[src/rtl/dpr_w_i_reader.sv]
// Read-side sequencer for the W_i weight RAM: walks the gamma x m matrix, streams elements with row/matrix tags.
// Optional column-major traversal (adds port col_major) is enabled by defining DPR_W_I_READER_COL_MAJOR_EN.
module dpr_w_i_reader #(
  parameter int FEATURE_BITS = 4,
  parameter int ELEMENT_BITS = 8,
  parameter int FIFO_DEPTH   = 2
) (
  input  logic                      sys_clk,
  input  logic                      reset_n,
  input  logic [FEATURE_BITS-1:0]   m,
  input  logic [FEATURE_BITS-1:0]   gamma,
`ifdef DPR_W_I_READER_COL_MAJOR_EN
  input  logic                      col_major,
`endif
  input  logic                      start,
  output logic                      busy,
  output logic                      done,
  output logic [2*FEATURE_BITS-1:0] address_out,
  output logic                      cs_out,
  output logic                      oe_out,
  input  logic [ELEMENT_BITS-1:0]   data_out,
  output logic [ELEMENT_BITS-1:0]   w_data,
  output logic                      w_valid,
  input  logic                      w_ready,
  output logic                      w_row_last,
  output logic                      w_mat_last
);

  localparam int AW = 2*FEATURE_BITS;
  localparam int PW = (FIFO_DEPTH > 1) ? $clog2(FIFO_DEPTH) : 1;
  localparam int CW = $clog2(FIFO_DEPTH + 1);
  localparam int EW = ELEMENT_BITS + 2;
  localparam logic [FEATURE_BITS-1:0] F_ONE = FEATURE_BITS'(1);

  typedef enum logic [1:0] {S_IDLE, S_FETCH, S_DRAIN, S_FINISH} state_t;

  state_t                  r_state, w_state_next;
  logic [FEATURE_BITS-1:0] r_m, r_gamma, r_row, r_col;
  logic [FEATURE_BITS-1:0] w_row_next, w_col_next;
  logic [AW-1:0]           r_addr, w_addr_next;
`ifdef DPR_W_I_READER_COL_MAJOR_EN
  logic                    r_col_major;
  logic [AW-1:0]           r_row_base, w_base_next;
`endif

  logic                    r_inflight, r_if_row_last, r_if_mat_last;
  logic [EW-1:0]           r_fifo [FIFO_DEPTH];
  logic [PW-1:0]           r_wr_ptr, r_rd_ptr;
  logic [CW-1:0]           r_count;

  logic                    w_pop, w_push, w_issue, w_credit_ok;
  logic                    w_empty_mat, w_row_end, w_col_end, w_last, w_tag_row_last;
  logic [CW:0]             w_occ, w_limit;
  logic [EW-1:0]           w_head;

  assign w_empty_mat = (r_m == '0) || (r_gamma == '0);
  assign w_row_end   = (r_row == r_gamma - F_ONE);
  assign w_col_end   = (r_col == r_m - F_ONE);
  assign w_last      = w_row_end && w_col_end;
`ifdef DPR_W_I_READER_COL_MAJOR_EN
  assign w_tag_row_last = r_col_major ? w_row_end : w_col_end;
`else
  assign w_tag_row_last = w_col_end;
`endif

  // Credit: buffered + in-flight elements after this cycle's pop must leave room for one more.
  assign w_pop       = w_valid && w_ready;
  assign w_push      = r_inflight;
  assign w_occ       = {1'b0, r_count} + (CW+1)'(r_inflight);
  assign w_limit     = (CW+1)'(FIFO_DEPTH) + (CW+1)'(w_pop);
  assign w_credit_ok = (w_occ < w_limit);
  assign w_issue     = (r_state == S_FETCH) && !w_empty_mat && w_credit_ok;

  always_comb begin
    w_state_next = r_state;
    case (r_state)
      S_IDLE:   if (start) w_state_next = S_FETCH;
      S_FETCH: begin
        if (w_empty_mat)
          w_state_next = S_FINISH;
        else if (w_issue && w_last)
          w_state_next = S_DRAIN;
      end
      S_DRAIN: begin
        if (!r_inflight && ((r_count == '0) || ((r_count == CW'(1)) && w_pop)))
          w_state_next = S_FINISH;
      end
      S_FINISH: w_state_next = S_IDLE;
      default:  w_state_next = S_IDLE;
    endcase
  end

  always_ff @(posedge sys_clk) begin
    if (!reset_n) r_state <= S_IDLE;
    else          r_state <= w_state_next;
  end

  always_comb begin
    w_row_next  = r_row;
    w_col_next  = r_col;
    w_addr_next = r_addr + AW'(1);
`ifdef DPR_W_I_READER_COL_MAJOR_EN
    w_base_next = r_row_base;
    // Column-major keeps row*m in a running base so the address needs only adders.
    if (r_col_major) begin
      if (w_row_end) begin
        w_row_next  = '0;
        w_col_next  = r_col + F_ONE;
        w_base_next = '0;
        w_addr_next = AW'(r_col) + AW'(1);
      end else begin
        w_row_next  = r_row + F_ONE;
        w_base_next = r_row_base + AW'(r_m);
        w_addr_next = r_row_base + AW'(r_m) + AW'(r_col);
      end
    end else begin
`else
    begin
`endif
      if (w_col_end) begin
        w_col_next = '0;
        w_row_next = r_row + F_ONE;
      end else begin
        w_col_next = r_col + F_ONE;
      end
    end
  end

  always_ff @(posedge sys_clk) begin
    if (!reset_n) begin
      r_m     <= '0;
      r_gamma <= '0;
      r_row   <= '0;
      r_col   <= '0;
      r_addr  <= '0;
`ifdef DPR_W_I_READER_COL_MAJOR_EN
      r_col_major <= 1'b0;
      r_row_base  <= '0;
`endif
    end else if ((r_state == S_IDLE) && start) begin
      r_m     <= m;
      r_gamma <= gamma;
      r_row   <= '0;
      r_col   <= '0;
      r_addr  <= '0;
`ifdef DPR_W_I_READER_COL_MAJOR_EN
      r_col_major <= col_major;
      r_row_base  <= '0;
`endif
    end else if (w_issue) begin
      r_row  <= w_row_next;
      r_col  <= w_col_next;
      r_addr <= w_addr_next;
`ifdef DPR_W_I_READER_COL_MAJOR_EN
      r_row_base <= w_base_next;
`endif
    end
  end

  always_ff @(posedge sys_clk) begin
    if (!reset_n) begin
      r_inflight    <= 1'b0;
      r_if_row_last <= 1'b0;
      r_if_mat_last <= 1'b0;
      r_wr_ptr      <= '0;
      r_rd_ptr      <= '0;
      r_count       <= '0;
      for (int i = 0; i < FIFO_DEPTH; i++) r_fifo[i] <= '0;
    end else begin
      r_inflight    <= w_issue;
      r_if_row_last <= w_issue && w_tag_row_last;
      r_if_mat_last <= w_issue && w_last;
      if (w_push) begin
        r_fifo[r_wr_ptr] <= {r_if_mat_last, r_if_row_last, data_out};
        r_wr_ptr <= (r_wr_ptr == PW'(FIFO_DEPTH-1)) ? '0 : r_wr_ptr + PW'(1);
      end
      if (w_pop)
        r_rd_ptr <= (r_rd_ptr == PW'(FIFO_DEPTH-1)) ? '0 : r_rd_ptr + PW'(1);
      if (w_push && !w_pop)
        r_count <= r_count + CW'(1);
      else if (!w_push && w_pop)
        r_count <= r_count - CW'(1);
    end
  end

  assign w_head      = r_fifo[r_rd_ptr];
  assign w_valid     = (r_count != '0);
  assign w_data      = w_head[ELEMENT_BITS-1:0];
  assign w_row_last  = w_head[ELEMENT_BITS];
  assign w_mat_last  = w_head[ELEMENT_BITS+1];
  assign busy        = (r_state != S_IDLE);
  assign done        = (r_state == S_FINISH);
  assign cs_out      = w_issue;
  assign oe_out      = w_issue;
  assign address_out = r_addr;

endmodule

[config.mk]
export PLATFORM = sky130hd
export DESIGN_NAME = dpr_w_i_reader
export DESIGN_NICKNAME = d
export VERILOG_FILES = /design/src/rtl/dpr_w_i_reader.sv
export SDC_FILE = /design/constraint.sdc
export NUM_CORES = 1
export LEC_CHECK = 0
export CORE_UTILIZATION = 55
export DETAILED_ROUTE_END_ITERATION = 10
export GPL_TIMING_DRIVEN = 0
export MAX_ROUTING_LAYER = met4
export PLACE_DENSITY_LB_ADDON = 0.12
export SLEW_MARGIN = 0
export SYNTH_ARGS = -nofsm -noshare
export SYNTH_HDL_FRONTEND = slang
export SYNTH_SLANG_ARGS = --single-unit
[constraint.sdc]
create_clock -name sys_clk -period 6.05 [get_ports sys_clk]
set_input_delay 0.605 -clock sys_clk [delete_from_list [all_inputs] [get_ports sys_clk]]
set_output_delay 0.605 -clock sys_clk [all_outputs]
set_load 0.01 [all_outputs]
# Word level (Yosys, flattened, before mapping)
# Memory sizes are Yosys's and may differ from the RTL's. A register that Yosys moved wholly into a read port is not among the register bits.
# Cells that the tools add are included.
[totals]
register_bits = 33
ram_bits = 20
in_bits = 20
output_inout_bits = 23
elab_cells = 81
mem_count = 1
[classes]
n_addsub = 11
n_lt_le_gt_ge = 1
n_eq_ne = 9
n_mux = 19
bitwise_logic = 1
reduce_logical = 27
[mem_list]
columns = ["name", "depth", "word_bits", "read_ports", "rd_ports_with_merged_regs", "wr", "line", "source"]
rows = [
  ["r_fifo", 2, 10, 1, 1, 2, "47", "logic [EW-1:0] r_fifo [FIFO_DEPTH];"],
]
[ops]
columns = ["operator", "n"]
rows = [
  ["2-to-1 mux 2 bit", 6],
  ["logical AND 1 bit", 11],
  ["2-to-1 mux 1 bit", 10],
  ["2-to-1 mux 10 bit", 1],
  ["OR reduction 10 bit", 1],
  ["adder 4 x 1 -> 4 bit (second input constant)", 2],
  ["adder 8 x 1 -> 8 bit (second input constant)", 1],
  ["equality test 4 bit", 2],
  ["zero test 4 bit", 2],
  ["case mux 2 bit (4 select lines)", 1],
  ["subtractor 4 x 1 -> 4 bit (second input constant)", 2],
  ["nonzero test 2 bit", 3],
  ["equality test 2 x 1 -> 1 bit (second input constant)", 2],
  ["equality test 2 bit (second input constant)", 2],
  ["zero test 2 bit", 2],
  ["2-to-1 mux 4 bit", 1],
  ["!= test 2 bit (second input constant)", 2],
  ["adder 2 x 1 -> 3 bit", 1],
  ["adder 2 x 1 -> 3 bit (first input constant)", 1],
  ["zero test 1 bit", 3],
  ["less-than comparator 3 bit", 1],
  ["!= test 3 x 2 -> 1 bit (second input constant)", 1],
  ["AND reduction 3 bit", 1],
  ["adder 1 bit (second input constant)", 2],
  ["other kinds (6)", 7],
]

# Logic depth before layout (Yosys ltp)
# Gate-level depths: netlist of the first run.
[logic_depth]
ltp_word = 9
mapped_depth = 9
mapped_depth_nobuf = 8

# Worst setup path before layout of the first run
# No wires, ideal clock.
[synth_path]
path_type = "register to output"
from = "register r_inflight"
to = "output oe_out"
arrival_ps = 1633
required_time_ps = 5445
slack_ps = 3812
path_stages_with_launch = 8
path_cell_list = "dfxtp_1 ha_1 ha_1 nor4b_2 o2111ai_2 inv_2 buf_6 buf_4"
[synth_between]
elab_chain_len = 3
[synth_rtl]
columns = ["item", "line", "source"]
rows = [
  ["start, declared", "46", "logic r_inflight, r_if_row_last, r_if_mat_last;"],
  ["start signal, assigned", "170", "r_inflight <= w_issue;"],
  ["adder 2 x 1 -> 3 bit", "69", "assign w_occ = {1'b0, r_count} + (CW+1)'(r_inflight);"],
  ["less-than comparator 3 bit", "71", "assign w_credit_ok = (w_occ < w_limit);"],
  ["logical AND 1 bit", "72", "assign w_issue = (r_state == S_FETCH) && !w_empty_mat && w_credit_ok;"],
  ["end, declared", "20", "output logic oe_out,"],
]
# Every way passes these cells.

# Worst setup path in the final report of the first run
# Same ends and word-level chain as after synthesis.

==> out/results.md, run 1 <==
## Outcome
- completed — run status

## Worst hold path
- r_gamma[1]$_SDFFE_PN0P_ — source of the worst hold timing path
- flop to flop — worst min-delay path category

## Layout
- 355 — number of cells in the finished layout apart from fillers
- 338 — Layout Nets
- 324 — fill cell instance count of the final layout
- 9.57% — share of layout cells above drive strength 1
- 0 — Antenna Diode Count
- 22.0% — layout-stage area growth over the synthesis result

## STA
- 0 — Final setup violation count
- 3.32 ns — minimum clock period after layout
- 0.499 ns — Hold WS
- false — setup repair after global routing missed its margin
- 0.301 GHz — peak clock frequency supported by timing
- 54.9% — final worst path period share
- 0.911 ns — slew at the pin closest to its max-slew limit
- 38.8% — normalized max-slew margin
- 0 ns — Total Negative Setup Slacks
- 0 — Hold Vio Cnt, Final
- 0 — max-slew violation count
- 0.00590 ns — clock skew after layout

## Critical path
- clkdlybuf4s50_1 — CP max stage cell
- 0.52 ns — Worst path max stage delay
- 2.71 ns — Crit path arrival time
- 5.44 ns — worst path required time
- ha_1 -> ha_1 -> nor4b_2 -> o2111ai_2 -> inv_2 -> buf_6 -> buf_4 -> clkdlybuf4s50_1 — worst-path cell chain
- 11 — top fanout value on the critical path
- output port — kind of capture point of the worst setup path
- flop — kind of start point of the critical path
- r_inflight$_SDFF_PN0_ — launch point of the worst reg-to-reg path
- r_inflight$_SDFF_PN0_ — critical path launch point
- ha_1 — library cell appearing most often on the critical path
- flop to output port — Worst Path Class, Setup

## Route
- 5.28 — number of vias per cell
- 4 — Detailed Routing Iterations Pass 1
- 12.9 um — average wire length per cell after detail routing
- 1,875 — total via count after detailed routing
- 0 — DRC violations left
- 4590 um — total routed wirelength
- 44 — violation count after the first detailed-routing iteration
- 0 — Antenna Nets Post-Route

## Power and ir drop
- 328 nW/um2 — power per standard cell area
- 1060 uW — PnR Total Power
- 0.000224 V — Peak supply drop
- 0.00127 uW — leakage

## Floorplanning
- 5120 um2 — die footprint
- 59.0% — starting utilization of the core area
- 24 — total number of placement rows
- 43 — ports placed on the boundary
- 4500 um2 — core outline area
- 71.5 um — x dimension of the die
- 71.5 um — floorplan die height

## CTS
- 0 — post-cts resize count
- 0.09 ns — Clock Pin Slew Worst Setup and Hold Paths
- 5 — number of buffers created by CTS
- 2 — number of buffers between clock root and the deepest sink
- clkbuf_8 — CTS Root Buffer Type
- 2 — H-tree Lvls
- built — CTS tree
- 0 — number of buffers inserted by post-CTS setup repair
- 0 — number of buffers inserted by hold repair at cts
- 0.31 ns — clock latency at the later pin of the worst-skew pair
- 54 — clock tree sinks

## Global routing
- 7730 um — first-pass GRT wire length
- 0 — number of antenna violations at the first check in global routing
- 0 — residual overflow from global routing
- 17 — maximum number of pins on one net before global-route repair
- 1,771 — vias in the first global route
- 20.1% — combined global-route utilization of all metal layers

## Synthesis
- 0 — Warnings, synthesis
- 10.5 um2 — post-synthesis area per instance
- dfxtp_1 (26%), edfxtp_1 (23%), ha_1 (7.5%) — largest cells by area after synthesis
- 290 — post-synth net total
- 33 — number of unique standard cell types used by synthesis
- 54 — Seq cells post-synth
- 0% — share of flip-flops with an asynchronous set or reset
- dfxtp_1 — count leader, synth
- dfxtp_1 — most area-hungry cell type in the Yosys netlist
- 25.6% — proportion of netlist area held by the largest area contributor
- 48.2% — post-synthesis sequential area ratio
- 20 — Post-synth EDFFs
- dfxtp_1 (34), and2_1 (28), nand2_1 (24), edfxtp_1 (20), nor2_1 (18) — most frequent cells after synthesis
- 2660 um2 — netlist area before placement
- dfxtp_1 — most frequently used flop master after synthesis
- 254 — gate count of the mapped netlist

## Placement
- 347 — Cell Count Post-Placement
- 3350 um — placed wire-length estimate after detailed placement
- 41 — port bufs
- 0.787 — gpl congestion

## Job
- 0 — number of max-cap violations

layout make-up:
class / instances / area [um2] / area share, %
multi-input combinational: 178 / 1280 / 39.6
sequential: 54 / 1280 / 39.5
timing repair buffer: 41 / 410 / 12.7
clock buffer: 5 / 68.8 / 2.12
tap: 52 / 65.1 / 2.01
inverter: 13 / 48.8 / 1.50
buffer: 9 / 45.0 / 1.39
clock inverter: 3 / 40.0 / 1.23
per-stage QoR:
stage / area (um2) / utilization [%] / setup slack [ns]
2_1_floorplan: 2660 / - / 3.81
3_3_place_gp: 3130 / 69.6 / 2.79
3_5_place_dp: 3130 / 69.6 / 2.78
4_1_cts: 3240 / 72.0 / 2.71
5_1_grt: 3240 / 72.0 / 2.64
6_report: 3240 / 72.0 / 2.73
kinds of logic (layout without fill, tap and decap cells):
family                     count (synthesis)  count (layout)  share of synthesized area, %
and+or+nand+nor                          103             103                          20.7
AOI/OAI and AO/OA                         18              18                          4.99
buffers and inverters                     22              71                          3.53
muxes                                     13              13                          5.36
xor gates and xnor gates                  28              28                          9.74
DFF                                       54              54                          48.2
adders and majority gates                 16              16                          7.53
power breakdown:
part | leakage (uW) | internal [uW] | switching [uW]
combinational | 0.000732 | 192 | 187
clock | 0.0000541 | 122 | 116
sequential | 0.000482 | 415 | 32.3
worst paths after layout:
check	to	slack [ns]	depth (start not counted)
worst max-delay path	oe_out	2.73	8
worst min-delay path	r_gamma[1]$_SDFFE_PN0P_	0.50	2
worst max register to register	r_state[1]$_SDFFE_PN0P_	3.80	7
worst min register to register	r_gamma[1]$_SDFFE_PN0P_	0.50	2
worst max-delay path: cells and delay by family (launching register included):
family | cells | cell delay, ns
fa+ha+maj | 2 | 0.43
compound gates | 1 | 0.31
buf+inv | 4 | 0.99
simple gates | 1 | 0.28
flops | 1 | 0.40
cells in the final DEF, fill, tap and decap left out, types with 6 or more instances in the layout:
cell,instances
ha_1,16
dfxtp_1,34
nand3_1,10
nand2_1,24
xor2_1,12
clkdlybuf4s50_1,41
mux2_2,10
clkbuf_1,7
nand4_1,6
a21boi_0,8
edfxtp_1,20
nor2_1,18
inv_1,12
xnor2_1,15
and2_1,28
flip-flops by register name (all words and copies together) (netlist names), 2 cells and up, named ones only:
signal	count
r_fifo	20
address_out	8
r_col	4
r_gamma	4
r_m	4
r_row	4
r_count	2
r_state	2
routing by layer:
metal	track usage [%]	part of all wire [%]
met1	23.4	45
met2	35.2	51
met3	4.22	2.9
met4	5.88	1.3
met5	-	0
Note: power is estimated with default switching activity, not from simulation.
==> inputs of run 2 (changes only) <==
- CORE_UTILIZATION: 55 -> 53
- clock period: 6.05 -> 3.35 ns (I/O delays scaled with it)
==> run 2 against run 1 <==
Global-route usage decreased by 0.19 points. Sequential cell count is the same. Critical endpoint unchanged. Critical path depth unchanged. Utilization fell by 3.2 points. Via count shrank 2.0%. Design area grew 1.5%. Combinational power rose by 80%. Die area grew 3.7%. Largest power group unchanged. Largest cell class unchanged.
==> out/results.md, run 2 (synthesis gave the netlist of run 1 again) <==
## Critical path
- flop to output port — Worst Path Class, Setup, unchanged
- 1.12 ns — setup slack of the most critical reg-to-reg path, was 3.80 ns
- 11 — top fanout value on the critical path, unchanged
- 2.64 ns — Crit path arrival time, was 2.71 ns
- 3.01 ns — worst path required time, was 5.44 ns
- flop — kind of start point of the critical path, unchanged
- output port — kind of capture point of the worst setup path, unchanged

## Layout
- 0 — Antenna Diode Count, unchanged
- clkdlybuf4s50_1 (41), dfxtp_1 (34), and2_1 (28) — most used cells in the layout excluding fill and tap cells, unchanged
- r_fifo — register with the most flip-flops, unchanged
- 20 — number of flip-flops under the largest register name, unchanged
- clkdlybuf4s50_1 — most common cell after layout, fill and taps aside, unchanged
- 9.54% — share of layout cells above drive strength 1, was 9.57%
- 371 — number of cells in the finished layout apart from fillers, was 355
- 23.8% — layout-stage area growth over the synthesis result, was 22.0%
- 339 — Layout Nets, was 338
- 68.8% — final core area utilization, was 72.0%

## STA
- 32.7% — normalized max-slew margin, was 38.8%
- 0.00747 ns — clock skew after layout, was 0.00590 ns
- 2.98 ns — minimum clock period after layout
- false — setup repair after global routing missed its margin, unchanged
- 88.8% — final worst path period share
- 0 — max-slew violation count, unchanged
- 0.998 ns — slew at the pin closest to its max-slew limit, was 0.911 ns
- 0 ns — Total Negative Setup Slacks, unchanged
- 0.374 ns — min setup slack post-route, was 2.73 ns
- 0 — Hold Vio Cnt, Final, unchanged
- 0.336 GHz — peak clock frequency supported by timing
- 0 — Final setup violation count, unchanged

## Global routing
- 7760 um — first-pass GRT wire length, was 7730 um
- 19.9% — combined global-route utilization of all metal layers, was 20.1%
- 17 — maximum number of pins on one net before global-route repair, unchanged
- 0 — residual overflow from global routing, unchanged
- 1,800 — vias in the first global route, was 1,771
- 0 — number of antenna violations at the first check in global routing, unchanged

## CTS
- 0 — number of buffers inserted by hold repair at cts, unchanged
- 2 — number of buffers between clock root and the deepest sink, unchanged
- 0.09 ns — Clock Pin Slew Worst Setup and Hold Paths, about the same
- 0 — number of buffers inserted by post-CTS setup repair, unchanged
- 2 — H-tree Lvls, unchanged
- 5 — number of buffers created by CTS, unchanged
- built — CTS tree, unchanged
- 0 — post-cts resize count, unchanged
- 54 — clock tree sinks, unchanged
- 0.30 ns — clock latency at the later pin of the worst-skew pair, was 0.31 ns
- clkbuf_8 — CTS Root Buffer Type, unchanged

## Floorplanning
- 55.6% — starting utilization of the core area, was 59.0%
- 4790 um2 — core outline area, was 4500 um2
- 25 — total number of placement rows, was 24
- 72.8 um — floorplan die height, was 71.5 um
- 72.8 um — x dimension of the die, was 71.5 um
- 5300 um2 — die footprint, was 5120 um2
- 43 — ports placed on the boundary, unchanged

## Power and ir drop
- 603 nW/um2 — power per standard cell area, was 328 nW/um2
- 0.00128 uW — leakage, was 0.00127 uW
- 1980 uW — PnR Total Power, was 1060 uW
- 0.000281 V — Peak supply drop, was 0.000224 V

## Placement
- 41 — port bufs, unchanged
- 363 — Cell Count Post-Placement, was 347
- 3470 um — placed wire-length estimate after detailed placement, was 3350 um
- 0.794 — gpl congestion, was 0.787
- 0.670 ns — Post-Place Setup Slack, was 2.78 ns

## Outcome
- completed — run status, unchanged

## Route
- 4530 um — total routed wirelength, was 4590 um
- 1,837 — total via count after detailed routing, was 1,875
- 40 — violation count after the first detailed-routing iteration, was 44
- 12.2 um — average wire length per cell after detail routing, was 12.9 um
- 4.95 — number of vias per cell, was 5.28
- 0 — Antenna Nets Post-Route, unchanged
- 0 — DRC violations left, unchanged
- 4 — Detailed Routing Iterations Pass 1, unchanged

## Worst hold path
- input pin to flop — worst min-delay path category, was flop to flop

## Job
- 0 — number of max-cap violations, unchanged

-- run 2: final timing paths --
| check | startpoint | end | cells past startpoint |
|---|---|---|---|
| worst min-delay path | start | r_gamma[1]$_SDFFE_PN0P_ | 3 |
| worst min register to register | r_m[1]$_SDFFE_PN0P_ | r_m[1]$_SDFFE_PN0P_ | 2 |
| worst max register to register | r_inflight$_SDFF_PN0_ | r_state[0]$_SDFFE_PN0P_ | 7 |
| worst max-delay path | r_inflight$_SDFF_PN0_ | oe_out | 8 |
-- run 2: power breakdown --
part / internal, uW / switching, uW / leakage, uW
clock: 296 / 204 / 0.0000658
combinational: 346 / 332 / 0.000736
sequential: 749 / 58.1 / 0.000482
total: 1390 / 594 / 0.00128
-- run 2: per-layer routing --
| metal | vias to the layer above | GRT usage [%] | wire length, um |
|---|---|---|---|
| met3 | 7 | 4.83 | 134 |
| li1 | 948 | - | - |
| met4 | 0 | 6.97 | 70 |
| met5 | - | - | 0 |
| met2 | 27 | 35.4 | 2310 |
| met1 | 855 | 21.7 | 2020 |
-- run 2: area by class of cell --
| class | instances | area (um2) |
|---|---|---|
| buffer | 9 | 45.0 |
| clock buffer | 5 | 68.8 |
| clock inverter | 3 | 63.8 |
| fill | 375 | 1500 |
| inverter | 13 | 48.8 |
| multi-input combinational | 178 | 1280 |
| sequential | 54 | 1280 |
| tap | 67 | 83.8 |
| timing repair buffer | 42 | 415 |
-- run 2: stage by stage --
step	hold slack, ns	instance area, um2
after floorplan	0.457	2660
after global placement	0.478	3150
after detailed placement	0.491	3160
after CTS	0.460	3290
after global routing	0.508	3290
final	0.462	3290
-- run 2: critical path, stage by stage, from the launching register on --
cell	delay, ns
dfxtp_1	0.38
ha_1	0.23
ha_1	0.20
nor4b_2	0.24
o2111ai_2	0.30
inv_2	0.18
buf_6	0.16
buf_4	0.11
clkdlybuf4s50_1	0.52
